--- config.mk ---
export PLATFORM = sky130hd
export DESIGN_NAME = audio_dac_serializer
export DESIGN_NICKNAME = d
export VERILOG_FILES = /design/src/rtl/audio_dac_serializer.sv
export SDC_FILE = /design/constraint.sdc
export NUM_CORES = 1
export LEC_CHECK = 0
export BUFFER_PORTS_ARGS = -buffer_cell sky130_fd_sc_hd__buf_2
export CAP_MARGIN = 15
export CORE_AREA = 2 2 141 143
export CTS_CLUSTER_DIAMETER = 50
export CTS_CLUSTER_SIZE = 8
export DETAILED_ROUTE_END_ITERATION = 6
export DIE_AREA = 0 0 143 145
export PLACE_DENSITY = 0.8
export REMOVE_ABC_BUFFERS = 1
export SYNTH_ARGS = -nofsm -noshare
export SYNTH_HDL_FRONTEND = slang
export SYNTH_SLANG_ARGS = --single-unit
--- constraint.sdc ---
create_clock -name CLOCK_50 -period 6.6 [get_ports CLOCK_50]
set_input_delay 1.32 -clock CLOCK_50 [delete_from_list [all_inputs] [get_ports CLOCK_50]]
set_output_delay 1.32 -clock CLOCK_50 [all_outputs]
set_load 0.02 [all_outputs]
--- src/rtl/audio_dac_serializer.sv ---
// audio_dac_serializer: queues 24-bit stereo pairs and shifts them out as I2S to a codec DAC.
// Latency: a queued pair starts on the next synchronized DACLRCK falling edge; MSB on the BCLK fall after it.
// Backpressure: write_ready drops when the FIFO holds DEPTH pairs; an empty FIFO at frame start sends zeros.
//
// Ports:
//   CLOCK_50         system clock, all state on its rising edge
//   reset_n          asynchronous active-low reset
//   write            push request, accepted only while write_ready is high
//   writedata_left   24-bit left sample (two's complement)
//   writedata_right  24-bit right sample (two's complement)
//   write_ready      FIFO has room for one more pair
//   AUD_BCLK         codec bit clock (asynchronous, synchronized internally)
//   AUD_DACLRCK      codec frame clock, low = left, high = right (asynchronous)
//   AUD_DACDAT       serial DAC data, changes after synchronized BCLK falling edges
//   underflow        sticky: some frame started with nothing queued; cleared only by reset
//   underflow_count  number of such frames, saturating at 16'hFFFF
//
// Build option: define DAC_UNDERFLOW_COUNT_EN to build the underflow counter.
// Without it underflow_count is tied to 0 and no counter is built.

`timescale 1ns/1ps

// sync_fifo: generic single-clock FIFO with valid/ready on both sides.
// Latency: a pushed word is visible at rd_dat the cycle after the push; no write-to-read bypass.
// Backpressure: wr_rdy is low while full; rd_vld is low while empty.
module sync_fifo #(
  parameter int W     = 8,
  parameter int DEPTH = 4
) (
  input  logic         clk,
  input  logic         rst_n,
  input  logic         wr_vld,
  output logic         wr_rdy,
  input  logic [W-1:0] wr_dat,
  output logic         rd_vld,
  input  logic         rd_rdy,
  output logic [W-1:0] rd_dat
);
  localparam int AW = $clog2(DEPTH);
  localparam int CW = AW + 1;

  logic [W-1:0]  mem [DEPTH];
  logic [AW-1:0] wr_ptr;
  logic [AW-1:0] rd_ptr;
  logic [CW-1:0] count;
  logic          push;
  logic          pop;

  // Flags come straight from the count register, so an empty FIFO never
  // offers the word being written in the same cycle.
  assign wr_rdy = (count < CW'(DEPTH));
  assign rd_vld = (count != '0);
  assign rd_dat = mem[rd_ptr];
  assign push   = wr_vld & wr_rdy;
  assign pop    = rd_rdy & rd_vld;

  // DEPTH is a power of two, so the pointers wrap modulo DEPTH on overflow.
  always_ff @(posedge clk or negedge rst_n) begin
    if (!rst_n) begin
      wr_ptr <= '0;
      rd_ptr <= '0;
      count  <= '0;
    end else begin
      if (push) wr_ptr <= wr_ptr + 1'b1;
      if (pop)  rd_ptr <= rd_ptr + 1'b1;
      case ({push, pop})
        2'b10:   count <= count + 1'b1;
        2'b01:   count <= count - 1'b1;
        default: count <= count;
      endcase
    end
  end

  always_ff @(posedge clk) begin
    if (push) mem[wr_ptr] <= wr_dat;
  end
endmodule

// audio_dac_serializer: FIFO plus I2S transmit state machine.
// Latency: pop on the synchronized LRCK fall (3 CLOCK_50 cycles after the pin), bit 23 on the next BCLK fall.
// Backpressure: write is ignored while write_ready is low; underflow frames are sent as zeros.
module audio_dac_serializer #(
  parameter int DEPTH = 4
) (
  input  logic        CLOCK_50,
  input  logic        reset_n,
  input  logic        write,
  input  logic [23:0] writedata_left,
  input  logic [23:0] writedata_right,
  output logic        write_ready,
  input  logic        AUD_BCLK,
  input  logic        AUD_DACLRCK,
  output logic        AUD_DACDAT,
  output logic        underflow,
  output logic [15:0] underflow_count
);
  typedef struct packed {
    logic [23:0] left;
    logic [23:0] right;
  } pair_t;

  typedef enum logic [1:0] {
    WAIT_FRAME,
    LEFT,
    RIGHT
  } state_t;

  // Codec clock synchronizers: [0] metastability stage, [1] synchronized,
  // [2] history used for edge detection.
  logic [2:0] bclk_sr;
  logic [2:0] lrck_sr;
  logic       bclk_fall;
  logic       lrck_fall;
  logic       lrck_rise;

  always_ff @(posedge CLOCK_50 or negedge reset_n) begin
    if (!reset_n) begin
      bclk_sr <= '0;
      lrck_sr <= '0;
    end else begin
      bclk_sr <= {bclk_sr[1:0], AUD_BCLK};
      lrck_sr <= {lrck_sr[1:0], AUD_DACLRCK};
    end
  end

  assign bclk_fall =  bclk_sr[2] & ~bclk_sr[1];
  assign lrck_fall =  lrck_sr[2] & ~lrck_sr[1];
  assign lrck_rise = ~lrck_sr[2] &  lrck_sr[1];

  // Sample FIFO: one pop per frame, taken on the LRCK falling edge.
  pair_t wr_pair;
  pair_t head;
  logic  fifo_vld;
  logic  uf_event;

  assign wr_pair.left  = writedata_left;
  assign wr_pair.right = writedata_right;

  sync_fifo #(
    .W     ($bits(pair_t)),
    .DEPTH (DEPTH)
  ) u_fifo (
    .clk    (CLOCK_50),
    .rst_n  (reset_n),
    .wr_vld (write),
    .wr_rdy (write_ready),
    .wr_dat (wr_pair),
    .rd_vld (fifo_vld),
    .rd_rdy (lrck_fall),
    .rd_dat (head)
  );

  assign uf_event = lrck_fall & ~fifo_vld;

  // Transmit FSM. The shift register itself acts as the left holding
  // register: the left sample goes straight into it at frame start, while
  // the right sample waits in right_hold until the LRCK rising edge.
  state_t      state;
  logic [23:0] shift;
  logic [23:0] right_hold;

  always_ff @(posedge CLOCK_50 or negedge reset_n) begin
    if (!reset_n) begin
      state      <= WAIT_FRAME;
      shift      <= '0;
      right_hold <= '0;
      AUD_DACDAT <= 1'b0;
      underflow  <= 1'b0;
    end else if (lrck_fall) begin
      // The LRCK edge takes priority over a coincident BCLK fall, so the
      // first BCLK fall after the edge carries bit 23 (one-bit I2S delay).
      state      <= LEFT;
      AUD_DACDAT <= 1'b0;
      if (fifo_vld) begin
        shift      <= head.left;
        right_hold <= head.right;
      end else begin
        shift      <= '0;
        right_hold <= '0;
        underflow  <= 1'b1;
      end
    end else begin
      case (state)
        WAIT_FRAME: begin
          AUD_DACDAT <= 1'b0;
        end
        LEFT: begin
          if (lrck_rise) begin
            state      <= RIGHT;
            shift      <= right_hold;
            AUD_DACDAT <= 1'b0;
          end else if (bclk_fall) begin
            AUD_DACDAT <= shift[23];
            shift      <= {shift[22:0], 1'b0};
          end
        end
        RIGHT: begin
          // Zero-fill means the slots after bit 0 read back as 0 until
          // the next frame starts.
          if (bclk_fall) begin
            AUD_DACDAT <= shift[23];
            shift      <= {shift[22:0], 1'b0};
          end
        end
        default: begin
          state      <= WAIT_FRAME;
          AUD_DACDAT <= 1'b0;
        end
      endcase
    end
  end

`ifdef DAC_UNDERFLOW_COUNT_EN
  logic [15:0] uf_cnt;

  always_ff @(posedge CLOCK_50 or negedge reset_n) begin
    if (!reset_n) begin
      uf_cnt <= '0;
    end else if (uf_event && (uf_cnt != 16'hFFFF)) begin
      uf_cnt <= uf_cnt + 16'd1;
    end
  end

  assign underflow_count = uf_cnt;
`else
  logic unused_uf_event;

  assign unused_uf_event = uf_event;
  assign underflow_count = 16'd0;
`endif
endmodule

# [Yosys cells after proc, flatten, opt, wreduce, memory -nomap -nowiden]
# Memory sizes are Yosys's and may differ from the RTL's.
# Cells that the tools add are included.
# W data, S select, Z words.
[word_totals] output_inout_bits=19 elab_cells=54 register_bits=65 latchBits=0 rom_bits=0 n_memories=1 ram_bits=192
[memory_table] name="u_fifo.mem" depth=4 width=48 rd=1 rd_ports_with_merged_regs=0 write_ports=1 line_no="42" rtl="logic [W-1:0] mem [DEPTH];"
[op_classes] n_eq_ne=6 add_sub_neg=4 bitwise=9 order_cmp=1 n_shift=0 multipliers=0 div_mod_pow=0 n_reduce_logical=7 n_mux=16
[ops] op="$mux W24" n=5
[ops] op="$pmux W24 S2" n=1
[ops] op="$pmux W3 S2" n=1
[ops] op="$reduce_bool A3 Y1" n=2
[ops] op="$and A1 B1 Y1" n=5
[ops] op="$mux W1" n=5
[ops] op="$add A2 B1 Y2 const B" n=2
[ops] op="$eq A2 B1 Y1 const B" n=2
[ops] op="$eq A2 B2 Y1 const B" n=2
[ops] op="$mux W2" n=2
[ops] op="$not A1 Y1" n=4
[ops] op="$pmux W2 S2" n=1
[ops] op="$reduce_and A2 Y1" n=2
[ops] op="$add A3 B1 Y3 const B" n=1
[ops] op="$lt A3 B3 Y1 const B" n=1
[ops] op="$ne A3 B2 Y1 const B" n=1
[ops] op="$sub A3 B1 Y3 const B" n=1
[ops] op="$logic_not A2 Y1" n=1
[ops] op="$ne A2 B1 Y1 const B" n=1
[ops] op="$pmux W1 S2" n=1
[ops] op="$reduce_bool A2 Y1" n=1
[ops] op="$reduce_or A2 Y1" n=1

# [Logic depth before layout (Yosys ltp)]
# Gate-level depths: netlist (run 1).
[depth] depth_word=6 depth_mapped=12 depth_no_buf=9

# [Cells and area by module]
# From an unflattened synthesis (run 1), not the netlist that was laid out.
[hier_totals] hier_cells=640 hier_area_um2=10636.5
[modules_own_cells] module="sync_fifo" cells_each=290 n_inst=1 area_each_um2=7402.1
[modules_own_cells] module="audio_dac_serializer" cells_each=350 n_inst=1 area_each_um2=3234.4

# [Least setup slack after synthesis (run 1)]
# No wires, ideal clock.
[synth_timing] kind="input port to flip-flop" startpoint="input write" endpoint="memory u_fifo.mem[0][0] (netlist bit), enable pin" path_stages=3 setup_slack_ps=3353 arrival_time_ps=2837 required_ps=6190 cell_sequence="nor2b_1 -> clkbuf_1 -> and2_1"
[synth_via] elab_chain_len=3
[synth_lines] item="from (decl)" line_no="87" rtl="input logic write,"
[synth_lines] item="$and A1 B1 Y1" line_no="54" rtl="assign push = wr_vld & wr_rdy;"
[synth_lines] item="$mux W1" line_no="75" rtl="if (push) mem[wr_ptr] <= wr_dat;"
[synth_lines] item="$mux W1 (implied by the code)" line_no="75"
[synth_lines] item="to (decl)" line_no="42"
# No other way between the ends.

# [Final worst setup path (run 1)]
[layout_timing] startpoint="register lrck_sr[1]" endpoint="register u_fifo.count[2]"
[layout_via] elab_chain_len=5 elab_cells_between_ends=7
[layout_lines] item="from (decl)" line_no="111" rtl="logic [2:0] lrck_sr;"
[layout_lines] item="from (signal assigned)" line_no="122" rtl="lrck_sr <= {lrck_sr[1:0], AUD_DACLRCK};"
[layout_lines] item="$not A1 Y1 (*)" line_no="127" rtl="assign lrck_fall = lrck_sr[2] & ~lrck_sr[1];"
[layout_lines] item="$and A1 B1 Y1 (*)" line_no="127"
[layout_lines] item="via lrck_fall" line_no="113" rtl="logic lrck_fall;"
[layout_lines] item="$and A1 B1 Y1 (*)" line_no="55" rtl="assign pop = rd_rdy & rd_vld;"
[layout_lines] item="$eq A2 B1 Y1 or $eq A2 B2 Y1 (tied branches)" line_no="66" rtl="case ({push, pop})"
[layout_lines] item="$pmux W3 S2 or $reduce_bool A2 Y1 (tied branches)"
[layout_lines] item="to (signal assigned)" line_no="67" rtl="2'b10: count <= count + 1'b1;"
[layout_lines] item="to (signal assigned)" line_no="68" rtl="2'b01: count <= count - 1'b1;"
[layout_lines] item="to (signal assigned)" line_no="69" rtl="default: count <= count;"
[layout_lines] item="to (decl)" line_no="45" rtl="logic [CW-1:0] count;"
# The timed path passes the listed nets; every way through them passes the cells marked *.
# A chain may end at the register's enable or synchronous reset.

==> impl_summary.md, run 1 <==
Floorplan
The number of rows created at floorplan is 51. The region available for standard cell placement spans between 15000 and 20000 µm². Pin placement for this block handled 72 I/O pins. The die footprint is 20700 µm². The initial core utilization is between 50% and 60%. The width of the die is 143 µm. The height of the die is 145 µm.

Cells and area
From synthesis to final layout, the design area changed by 15.0%. The post-route netlist has between 20% and 30% of its cells at a drive strength greater than 1. The final net count is 720. The count of cells in the finished layout, fillers not included, comes to 950. The number of inserted diodes is 0. The number of inserted filler cells in the final layout is 1344.

Setup path
Along the worst path, the maximum fanout reaches 55. The worst reg-to-reg setup slack is 3580 ps. At the worst endpoint, the arrival time is 3440 ps. The kind of launch point of the worst setup path is a flip-flop. For the worst flop-to-flop path, the logic depth is 11. The worst register-to-register path begins at lrck_sr[1]. The critical path data required time is 7030 ps. The critical path class is flip-flop to flip-flop. The endpoint identified for the worst register-to-register timing path is u_fifo.count[2]. STA classifies the critical path endpoint as a flip-flop.

Clock network
The clock passes through at most 3 buffers. The number of hold buffers added after CTS was 0. The clock reaches the later pin of the worst-skew pair after 510 ps.

The count of instances resized after the clock tree is built is 0. For this design, the sink count on the clock tree is roughly 260. In this run, CTS created clock tree buffers numbering 38.

The post-CTS setup buffer count is 0. The root buffer cell is sky130_fd_sc_hd__clkbuf_16. The clock-pin slew reported for the worst setup and hold paths after clock tree synthesis is 50 ps. The maximum level of the CTS H-tree is 2. TritonCTS built the clock tree.

Hold path
The count of cells along the worst hold path is 0. The worst hold path terminates at bclk_sr[1]. The class of the worst hold path is flip-flop to flip-flop.

The start point of the worst min-delay path is bclk_sr[0].

Place
At the end of routability-driven placement, the weighted congestion stood at 0.702. Input and output buffers added on the ports amount to 55. The number of placed instances, taps included, is approximately 900. Detailed placement finished with a half-perimeter wire length of 10700 µm.

STA
Setup repair after global routing left no endpoint under its margin. After layout, the worst path uses a little under half of the clock period. The final-layout setup total negative slack is 0 ps. The transition time of the tightest slew-check pin is 1200 ps. Clock skew on the completed layout was measured at 11.3 ps. The maximum frequency from static timing analysis is 331 MHz. The remaining max-slew budget at the tightest pin is 20.1%. Setup violations remaining at the end of the flow were counted as 0. The final max-slew violation count was 0. Counting I/O delays and the setup requirement, the final critical path takes 3020 ps. The final-report hold violation count was 0.

GRT
After global routing the overflow that remains totals 0. The initial antenna violation count is 0. The first global-routing pass estimated approximately 32000 µm of wire.

The number of global-route vias before repair came to 5942. The global-route usage over all layers is 20.0%. The maximum number of pins on one net before global-route repair is 66.

Synth
In the synthesized netlist, mux cells make up between 10% and 20% of the area. The number of different library cells used by synthesis comes to 35. The largest total area in the synthesized netlist belongs to sky130_fd_sc_hd__edfxtp_1. For this run, the number of Yosys warnings is 0. The synthesized design contains about 190 enable-type register cells. For this run, the leading register cell type out of synthesis is sky130_fd_sc_hd__edfxtp_1. Summing the areas of all fa, ha and maj instances in the mapped netlist gives under 10% of the synthesized area. After synthesis the netlist holds a flip-flop and latch count of 257. The largest family of logic cells by synthesized area is multiplexers. By count the netlist is led by 192 x sky130_fd_sc_hd__edfxtp_1, 65 x sky130_fd_sc_hd__dfrtp_1, 51 x sky130_fd_sc_hd__o21ai_0.

After synthesis, the cell types taking the most area are sky130_fd_sc_hd__edfxtp_1 56%, sky130_fd_sc_hd__dfrtp_1 16%, sky130_fd_sc_hd__mux4_2 9.6%. The synthesized netlist devotes 7.14% of its cell area to compound gates. Synthesis produced 591 cells. The post-synthesis share of cell area spent on xor and xnor gates is 0.507%. After synthesis, flip-flops and latches occupy 71.3% of the total area. The netlist area before placement is 10400 µm².

After Yosys synthesis, and, or, nand and nor cells account for 2.02% of the synthesized area. The fraction of synthesized cell area taken by the top area cell type is 55.6%. The share of synthesized registers carrying an async set or reset is 25.3%. The most numerous cell in the Yosys netlist is sky130_fd_sc_hd__edfxtp_1. The post-synthesis average cell area is 17.5 µm².

Routing
The average wire per cell in the routed design is 21.2 µm. The detailed-router iteration count before antenna repair is 5. Wires add up to 20200 µm. The DRC violation total after the first TritonRoute iteration is approximately 430. In this run the remaining antenna-violating nets after routing total 0. After detailed routing, the number of vias per cell comes to ~5.9. After detailed routing, the number of remaining DRC violations is 0. The routed via count is 5582.

Run status
The flow ran to the end, and the final reports show no timing, DRC or antenna violations.

Pwr
IR analysis of the VDD net gives a maximum drop of 240 µV. The analysis attributes to cell leakage a power of roughly 4.3 nW. The total power divided by cell area is 448 nW/µm².

Run
Across the run, the number of max-cap violations was 0.
## report_power, final
part / total [mW] / switching, mW / internal (mW)
clock network: 1.75 / 0.648 / 1.10
logic: 1.25 / 0.661 / 0.591
registers: 2.34 / 0.231 / 2.11
## worst max-delay path by stage
stage / start / end / slack, ps / cells past startpoint
floorplan: lrck_sr[1] / u_fifo.count[2] / 2130 / 9
global placement: lrck_sr[1] / u_fifo.count[2] / 3630 / 11
detailed placement: write / u_fifo.mem[1][36] / 3530 / 4
CTS: lrck_sr[1] / u_fifo.count[2] / 3560 / 11
global route: lrck_sr[1] / u_fifo.count[2] / 3350 / 11
finish: lrck_sr[1] / u_fifo.count[2] / 3580 / 11
## layout by cell type (no fill, tap or decap), types with 9 or more instances in the layout
| master | count |
|---|---|
| sky130_fd_sc_hd__buf_2 | 55 |
| sky130_fd_sc_hd__conb_1 | 16 |
| sky130_fd_sc_hd__clkbuf_16 | 39 |
| sky130_fd_sc_hd__inv_1 | 38 |
| sky130_fd_sc_hd__o21ai_0 | 51 |
| sky130_fd_sc_hd__a221o_1 | 23 |
| sky130_fd_sc_hd__ha_1 | 10 |
| sky130_fd_sc_hd__nand2_1 | 31 |
| sky130_fd_sc_hd__clkbuf_1 | 25 |
| sky130_fd_sc_hd__buf_4 | 9 |
| sky130_fd_sc_hd__dfrtp_1 | 63 |
| sky130_fd_sc_hd__mux4_2 | 44 |
| sky130_fd_sc_hd__a221oi_1 | 23 |
| sky130_fd_sc_hd__mux2i_1 | 24 |
| sky130_fd_sc_hd__edfxtp_1 | 192 |
## worst max-delay path: stages (launching register included)
cell and delay (ps):
sky130_fd_sc_hd__dfrtp_1 390, sky130_fd_sc_hd__inv_1 60, sky130_fd_sc_hd__ha_1 130, sky130_fd_sc_hd__buf_4 480, sky130_fd_sc_hd__nor2b_4 240, sky130_fd_sc_hd__buf_4 460, sky130_fd_sc_hd__ha_1 280, sky130_fd_sc_hd__inv_1 70
sky130_fd_sc_hd__fa_1 430, sky130_fd_sc_hd__xor2_1 150, sky130_fd_sc_hd__nor2_1 120, sky130_fd_sc_hd__xnor2_1 120
## cell type report
type / instances / area [µm²] / share of cell area, %
inverter: 38 / 143 / 1.20
clock buffer: 64 / 1070 / 8.98
timing repair buffer: 65 / 363 / 3.05
sequential: 257 / 7390 / 62.1
multi-input combinational: 256 / 2570 / 21.6
tap: 265 / 332 / 2.78
clock inverter: 5 / 45.0 / 0.378
## registers in the layout, summed over array words and instances, names as in the netlist
signal and flops:
lrck_sr 3, shift 24, u_fifo.rd_ptr 2, AUD_DACDAT 1, underflow 1, u_fifo.count 3
u_fifo.wr_ptr 2, state 2, bclk_sr 3, right_hold 24, u_fifo.mem 192
## per-stage QoR
step | cell area (µm²) | setup slack [ps] | hold slack (ps) | power, mW | utilization [%]
after global routing | 11900 | 3350 | 367 | 5.61 | 62.0
after CTS | 11900 | 3560 | 361 | 5.37 | 61.9
after detailed placement | 10800 | 3530 | 336 | 3.59 | 56.1
after floorplan | 10100 | 2130 | 331 | 3.21 | -
final | 11900 | 3580 | 355 | 5.34 | 62.0
after global placement | 10800 | 3630 | 344 | 3.50 | 56.1
## cell families after synthesis
group / Yosys count
other: 1
and+or+nand+nor: 47
DFF: 257
buffers and inverters: 93
xor gates and xnor gates: 6
AOI/OAI and AO/OA: 104
adders and majority gates: 11
muxes: 72
## metal layers
metal | routed length, µm | GRT usage [%]
met2 | 10500 | 33.5
met1 | 8180 | 26.4
met3 | 968 | 3.86
met4 | 483 | 6.83
met5 | 0 | 0
Note: power is estimated with default switching activity, not from simulation.
==> run 2, diff against run 1 <==
- ABC_AREA: unset -> 1
- CORE_AREA: 2 2 141 143 -> 2 2 145 147
- DIE_AREA: 0 0 143 145 -> 0 0 147 149
- clock period: 6.6 -> 2.9 ns (I/O delays scaled with it)
==> impl_summary.md, run 2 <==
Run status
Outcome: complete, no violations (unchanged).

Setup path
The worst reg-to-reg setup slack is 700 ps (was 3580 ps). The critical path class is flip-flop to flip-flop (unchanged). The kind of launch point of the worst setup path is a flip-flop (unchanged). The maximum fanout encountered on the critical timing path came to 52 (was 55). The end of the worst register-to-register path is shift[6] (was u_fifo.count[2]). The critical path endpoint category is a flip-flop (unchanged). The signal arrival time at the worst endpoint came to 2640 ps (was 3440 ps). The reg-to-reg startpoint is lrck_sr[1] (unchanged).

The depth of the worst register-to-register path is 9 (was 11). The critical path data required time is 3340 ps (was 7030 ps).

Clock network
The number of sinks driven by the clock tree is 257 (unchanged). The count of instances resized after the clock tree is built came to 0 (unchanged). The maximum level of the CTS H-tree is 2 (unchanged). The clock tree from TritonCTS is done (unchanged). The worst-skew pair later-pin latency came to 500 ps (was 510 ps).

The post-CTS setup buffer count was 0 (unchanged). The clock-pin slew reported for the worst setup and hold paths after clock tree synthesis is 50 ps (about the same). The TritonCTS buffer count was 39 (was 38). The largest buffer count on any clock path came to 3 (unchanged). The number of buffers inserted for hold repair after clock tree synthesis is 0 (unchanged). The root buffer cell is sky130_fd_sc_hd__clkbuf_16 (unchanged).

Cells and area
The number of non-filler instances in the completed layout is 1391 (was 950). The most common cell after layout, fill and taps aside is sky130_fd_sc_hd__nand2_1 (was sky130_fd_sc_hd__edfxtp_1). Highest-count cells in the layout ignoring fill and taps: 347 x sky130_fd_sc_hd__nand2_1, 192 x sky130_fd_sc_hd__edfxtp_1, 120 x sky130_fd_sc_hd__nand3_1 (was 192 x sky130_fd_sc_hd__edfxtp_1, 63 x sky130_fd_sc_hd__dfrtp_1, 55 x sky130_fd_sc_hd__buf_2).

The synthesis-to-layout area growth is 14.8% (was 15.0%). The final net count was 1150 (was 720). The flip-flop count of the largest register after layout was 192 (unchanged). The post-route cell area is 12600 µm² (was 11900 µm²). The number of inserted diodes came to 0 (unchanged). The share of post-route cells with drive strength above 1 is 12.2% (was 23.4%). The register with the highest flop count is u_fifo.mem (unchanged). Top flop regs: u_fifo.mem: 192 flops, right_hold: 24 flops, shift: 24 flops (unchanged).

Synth
The Yosys warning count was 0 (unchanged). The number of instances in the synthesized netlist is 1029 (was 591). The sequential share of the synthesized area is 67.1% (was 71.3%). The share of synthesized registers carrying an async set or reset is 25.3% (unchanged). The netlist area before placement is 11000 µm² (was 10400 µm²). The library cell occupying the most area in the post-synthesis netlist is sky130_fd_sc_hd__edfxtp_1 (unchanged). The number of synthesized flops with an enable pin is 192 (unchanged). Area contributors post-synth: sky130_fd_sc_hd__edfxtp_1 52%, sky130_fd_sc_hd__dfrtp_1 15%, sky130_fd_sc_hd__nand2_1 12% (was sky130_fd_sc_hd__edfxtp_1 56%, sky130_fd_sc_hd__dfrtp_1 16%, sky130_fd_sc_hd__mux4_2 9.6%). The post-synthesis average cell area is 10.7 µm² (was 17.5 µm²).

The main flop type after synthesis was sky130_fd_sc_hd__edfxtp_1 (unchanged). The fraction of synthesized cell area taken by the top area cell type is 52.4% (was 55.6%). The most numerous cell in the Yosys netlist is sky130_fd_sc_hd__nand2_1 (was sky130_fd_sc_hd__edfxtp_1). The count of distinct cell types in the synthesized netlist is 29 (was 35). The flip-flop and latch count after synthesis is 257 (unchanged). Top post-synthesis cells by count: 347 x sky130_fd_sc_hd__nand2_1, 192 x sky130_fd_sc_hd__edfxtp_1, 120 x sky130_fd_sc_hd__nand3_1 (was 192 x sky130_fd_sc_hd__edfxtp_1, 65 x sky130_fd_sc_hd__dfrtp_1, 51 x sky130_fd_sc_hd__o21ai_0).

STA
The maximum frequency from static timing analysis is 454 MHz (was 331 MHz). The transition time of the tightest slew-check pin came to 1050 ps (was 1200 ps). The maximum clock skew at final layout is 11.4 ps (was 11.3 ps).

The final max-slew violation count is 0 (unchanged). The minimum setup slack in the final design is 696 ps (was 3580 ps). The minimum period implied by the final worst setup slack is 2200 ps (was 3020 ps).

RSZ-0062 raised after global routing: no (unchanged). The remaining max-slew budget at the tightest pin was 29.7% (was 20.1%). The final-report hold violation count is 0 (unchanged). The number of endpoints failing setup at the final stage came to 0 (unchanged). The final worst-path cycle share is 76.0% (was 45.7%). The final-layout setup total negative slack is 0 ps (unchanged).

Pwr
The highest ir drop seen on vdd is 608 µV (was 240 µV). The leakage power is 5.27 nW (was 4.33 nW). The total power divided by cell area is 1000 nW/µm² (was 448 nW/µm²).

GRT
The sum of overflow across all layers after global routing is 0 (unchanged). The number of global-route vias before repair came to 7520 (was 5942). The initial antenna violation count is 0 (unchanged). The global-route usage over all layers is 22.0% (was 20.0%). The maximum number of pins on one net before global-route repair is 98 (was 66). The wire length of the first global-routing pass is 38200 µm (was 32000 µm).

Run
The number of max-cap violations was 0 (unchanged).

Routing
The routed via count came to 7565 (was 5582). The aggregate routed wire length is 23600 µm (was 20200 µm). The residual antenna-violating net count after detailed routing is 0 (unchanged).

The final routed DRC violation total was 0 (unchanged). The detailed-router iteration count before antenna repair is 5 (unchanged). The DRC violation total after the first TritonRoute iteration is 712 (was 426). The average wire per cell in the routed design came to 16.9 µm (was 21.2 µm). The per-cell via count in the routed design is 5.44 (was 5.88).

Floorplan
The die footprint was 21900 µm² (was 20700 µm²). The number of rows created at floorplan is 53 (was 51). The count of pins on the block boundary came to 72 (unchanged).

The width of the die came to 147 µm (was 143 µm). The height of the die is 149 µm (was 145 µm). The initial core utilization is 53.6% (was 53.9%). The placeable core region was 20600 µm² (was 19200 µm²).

Place
The half-perimeter wire length of the detailed placement result is 13200 µm (was 10700 µm). The final estimated routing congestion in global placement was 0.834 (was 0.702). The number of placed cells counting well taps came to 1320 (was 880). The number of I/O port buffers was 55 (unchanged). The placed cell area came to 11500 µm² (was 10800 µm²). The worst slack at placement is 751 ps (was 3530 ps).

Hold path
The class of the worst hold path is primary input to async pin (was flip-flop to flip-flop).
-- run 2: cell types whose count changed in the layout (fill, tap and decap cells not counted), sizes merged, moves of 4 or more --
cell and change:
buf +11, nand3b +25, mux4 -48, and2 -4
nor2 +56, mux2i -24, a221o -23, a221oi -23
nand3 +120, o22ai +23, nand2 +318, inv +9
-- run 2: worst max-delay path by stage --
stage | slack (ps) | end | start | depth (start not counted)
2_1_floorplan | -360 | u_fifo.mem[0][0] | u_fifo.count[2] | 3
3_3_place_gp | 750 | u_fifo.count[2] | write | 9
3_5_place_dp | 750 | u_fifo.count[2] | write | 9
4_1_cts | 710 | shift[15] | lrck_sr[1] | 9
5_1_grt | 490 | shift[5] | lrck_sr[1] | 9
6_report | 700 | shift[6] | lrck_sr[1] | 9
-- run 2: critical path, cell delays in order (launching register included) --
cell	delay, ps
sky130_fd_sc_hd__dfrtp_1	370
sky130_fd_sc_hd__inv_1	60
sky130_fd_sc_hd__ha_1	230
sky130_fd_sc_hd__inv_2	90
sky130_fd_sc_hd__buf_4	440
sky130_fd_sc_hd__nand2_1	120
sky130_fd_sc_hd__buf_4	240
sky130_fd_sc_hd__inv_2	360
sky130_fd_sc_hd__nand2_1	130
sky130_fd_sc_hd__nand2_1	90
-- run 2: cell type report --
class                   instances  area (µm²)
fillers                      1617        7910
flip-flops and latches        257        7390
multi-input cells             665        3050
clock buffers                  67        1130
repair buffers                 76         520
well taps                     275         344
inverters                      47         179
clock inverters                 4        21.3
-- run 2: per-stage QoR --
stage | utilization, % | hold WS [ps] | power, mW
2_1_floorplan | - | 284 | 7.37
3_3_place_gp | 55.9 | 337 | 8.39
3_5_place_dp | 55.9 | 339 | 8.55
4_1_cts | 61.5 | 48.1 | 12.7
5_1_grt | 61.5 | 65.3 | 13.4
6_report | 61.5 | 47.0 | 12.7
-- run 2: power by group --
part | switching, mW | leakage, nW | internal, mW
Combinational | 2.35 | 2.17 | 1.12
Sequential | 0.337 | 2.55 | 4.74
Clock | 1.50 | 0.553 | 2.63
-- run 2: cell families (layout without fill, tap and decap cells) --
kind of cell               count (synthesis)  after routing  share of synthesized area (%)
other                                      1             16                         0.0341
adders and majority gates                 11             11                           1.32
xor gates and xnor gates                   4              4                          0.318
and+or+nand+nor                          554            554                           21.2
buffers and inverters                    122            194                           6.00
DFF                                      257            257                           67.1
AOI/OAI and AO/OA                         80             80                           3.97
-- run 2: metal layers --
metal	share of wire [%]	global-route usage, %	wire [µm]
met3	5.6	3.49	1320
met2	50	37.4	11700
met4	2.2	7.31	507
met5	0	0	0
met1	43	29.5	10100
==> run 3, diff against run 2 <==
- ABC_AREA: 1 -> 0
- CORE_AREA: 2 2 145 147 -> 2 2 142 144
- DIE_AREA: 0 0 147 149 -> 0 0 144 146
- PLACE_DENSITY: 0.8 -> 0.81
- clock period: 2.9 -> 1.8 ns (I/O delays scaled with it)
==> impl_summary.md, run 3 (synthesis results as in run 1) <==
Cells and area
The sequential cell area was 7390 µm² (about the same). Top flop regs: u_fifo.mem: 192 flops, right_hold: 24 flops, shift: 24 flops (unchanged). The number of non-filler instances in the completed layout is 982 (was 1391). The share of post-route cells with drive strength above 1 is 27.5% (was 12.2%). The area of the multi-input gates was 2600 µm² (was 3050 µm²).

The flip-flop count of the largest register after layout is 192 (unchanged). The post-route core utilization came to 64.0% (was 61.5%). The post-route cell area is 12400 µm² (was 12600 µm²). The number of inserted filler cells in the final layout was 1292 (was 1617). Highest-count cells in the layout ignoring fill and taps: 192 x sky130_fd_sc_hd__edfxtp_1, 63 x sky130_fd_sc_hd__dfrtp_1, 55 x sky130_fd_sc_hd__buf_2 (was 347 x sky130_fd_sc_hd__nand2_1, 192 x sky130_fd_sc_hd__edfxtp_1, 120 x sky130_fd_sc_hd__nand3_1). The synthesis-to-layout area growth was 19.5% (was 14.8%). The number of inserted diodes is 0 (unchanged). The register with the highest flop count is u_fifo.mem (unchanged). The final net count is 752 (was 1150).

The most common cell after layout, fill and taps aside is sky130_fd_sc_hd__edfxtp_1 (was sky130_fd_sc_hd__nand2_1).

Clock network
The clock tree from TritonCTS is done (unchanged). The root buffer cell is sky130_fd_sc_hd__clkbuf_16 (unchanged). The TritonCTS buffer count came to 38 (was 39). The clock-pin slew reported for the worst setup and hold paths after clock tree synthesis was 50 ps (about the same). The number of sinks driven by the clock tree is 257 (unchanged). The maximum level of the CTS H-tree is 2 (unchanged).

The worst-skew pair later-pin latency is 510 ps (was 500 ps). The largest buffer count on any clock path came to 3 (unchanged).

STA
The number of endpoints failing setup at the final stage is 1 (was 0). The minimum setup slack in the final design came to -4.86 ps (was 696 ps). The maximum clock skew at final layout came to 18.3 ps (was 11.4 ps). The final worst-path cycle share came to 100% (was 76.0%). The minimum period implied by the final worst setup slack was 1800 ps (was 2200 ps).

The transition time of the tightest slew-check pin is 585 ps (was 1050 ps). The remaining max-slew budget at the tightest pin came to 61.0% (was 29.7%). The final max-slew violation count is 0 (unchanged).

The worst hold-check slack is 62.4 ps (was 47.0 ps). The final-report hold violation count came to 0 (unchanged). The maximum frequency from static timing analysis is 554 MHz (was 454 MHz).

RSZ-0062 raised after global routing: yes (was no).

Place
The final estimated routing congestion in global placement was 0.783 (was 0.834). The placed cell area is 11100 µm² (was 11500 µm²). The worst slack at placement was -109 ps (was 751 ps). The number of I/O port buffers is 55 (unchanged). The half-perimeter wire length of the detailed placement result is 12100 µm (was 13200 µm). The number of placed cells counting well taps came to 906 (was 1320).

Pwr
The highest ir drop seen on vdd came to 913 µV (was 608 µV). The cell internal power dissipation is 14.4 mW (was 8.49 mW). The clock share of power is 31.6% (was 32.6%). The switching power share of the total was 28.9% (was 33.0%). The power share of the sequential group was 41.3% (was 40.1%).

The total power divided by cell area came to 1630 nW/µm² (was 1000 nW/µm²). The combinational share of power came to 27.1% (was 27.3%). The switching component of the power is 5.86 mW (was 4.19 mW).

The leakage power came to 4.54 nW (was 5.27 nW).

Floorplan
The initial core utilization is 53.6% (about the same). The count of pins on the block boundary came to 72 (unchanged). The width of the die came to 144 µm (was 147 µm). The die footprint is 21000 µm² (was 21900 µm²). The height of the die is 146 µm (was 149 µm).

The placeable core region is 19300 µm² (was 20600 µm²). The number of rows created at floorplan was 51 (was 53).

Setup path
The largest stage delay on the critical path is 370 ps (was 440 ps). The critical path class is flip-flop to flip-flop (unchanged). The launch point of the worst path is lrck_sr[1] (unchanged). The critical path data required time is 2170 ps (was 3340 ps). The reg-to-reg startpoint is lrck_sr[1] (unchanged).

Chain of cells forming the critical path: inv_1 > ha_2 > clkbuf_8 > nor3_2 > buf_4 > a221o_1 (was inv_1 > ha_1 > inv_2 > buf_4 > nand2_1 > buf_4 > inv_2 > nand2_1 > nand2_1). The cell family contributing the most delay on the critical path is buffers and inverters (unchanged). The maximum fanout encountered on the critical timing path is 54 (was 52).

The critical path endpoint category is a flip-flop (unchanged). The buffering stage count on the worst path with inverters included is 3 (was 5). The worst reg-to-reg setup slack was -5 ps (was 700 ps). The standard cell with the maximum stage delay on the critical path is sky130_fd_sc_hd__dfrtp_1 (was sky130_fd_sc_hd__buf_4). The kind of launch point of the worst setup path is a flip-flop (unchanged). The signal arrival time at the worst endpoint came to 2170 ps (was 2640 ps).

Routing
The per-cell via count in the routed design is 5.83 (was 5.44). The final routed DRC violation total is 0 (unchanged). The detailed-router iteration count before antenna repair was 5 (unchanged). The average wire per cell in the routed design came to 21.8 µm (was 16.9 µm).

The DRC violation total after the first TritonRoute iteration came to 504 (was 712). The aggregate routed wire length came to 21400 µm (was 23600 µm). The routed via count is 5723 (was 7565). The residual antenna-violating net count after detailed routing was 0 (unchanged).

Run
The number of max-cap violations came to 0 (unchanged).

Run status
Outcome: complete, but fails checks (was complete, no violations). The final reports fail on setup timing.

GRT
The number of global-route vias before repair came to 6233 (was 7520). The initial antenna violation count was 0 (unchanged). The wire length of the first global-routing pass is 33500 µm (was 38200 µm). The maximum number of pins on one net before global-route repair is 66 (was 98). The sum of overflow across all layers after global routing is 0 (unchanged). The global-route usage over all layers is 21.0% (was 22.0%).

Hold path
The class of the worst hold path was primary input to flip-flop (was primary input to async pin). The start point of the worst min-delay path is writedata_right[20].
-- run 3: power by group through the flow --
stage / Combinational, mW / Clock (mW) / Sequential [mW]
2_1_floorplan: 3.19 / 0 / 8.59
3_3_place_gp: 5.10 / 0 / 8.29
3_5_place_dp: 5.38 / 0 / 8.39
4_1_cts: 5.48 / 6.51 / 8.33
5_1_grt: 5.94 / 6.76 / 8.45
6_report: 5.48 / 6.40 / 8.36
-- run 3: layer usage --
metal	global-route usage [%]	wire length [µm]
met4	8.38	535
met3	4.01	1320
met2	34.8	11100
met1	27.5	8440
met5	0	0
-- run 3: worst register-to-register path, stage by stage, from the launching register on --
cell	delay (ps)
sky130_fd_sc_hd__dfrtp_1	370
sky130_fd_sc_hd__inv_1	80
sky130_fd_sc_hd__ha_2	190
sky130_fd_sc_hd__clkbuf_8	350
sky130_fd_sc_hd__nor3_2	130
sky130_fd_sc_hd__buf_4	190
sky130_fd_sc_hd__a221o_1	370
-- run 3: path summary, 6_finish.rpt --
kind,to,cells after the start
max reg2reg,shift[4],6
max,shift[4],6
max in group asynchronous,u_fifo.rd_ptr[1],3
min reg2reg,bclk_sr[1],0
min,u_fifo.mem[1][20],1
min in group asynchronous,bclk_sr[1],3
-- run 3: through the flow --
stage	TNS, ps	power (mW)
after global placement	-337	13.4
final	-4.86	20.2
after global routing	-1160	21.1
after CTS	-112	20.3
after detailed placement	-1650	13.8
after floorplan	-187740	11.8
-- run 3: layout make-up --
type / instances / share of cell area, %
inverters: 38 / 1.17
well taps: 265 / 2.68
clock inverters: 2 / 0.141
clock buffers: 67 / 8.73
multi-input cells: 256 / 21.0
flip-flops and latches: 257 / 59.7
repair buffers: 97 / 6.58
-- run 3: repair_timing --
action,4_1_cts,5_1_grt
gates resized for setup,4,9
setup buffers,0,2
hold buffers,3,0
cloned,0,2
endpoints found under the setup margin,24,25
endpoints found under the hold margin,67,0
pin swaps,1,15
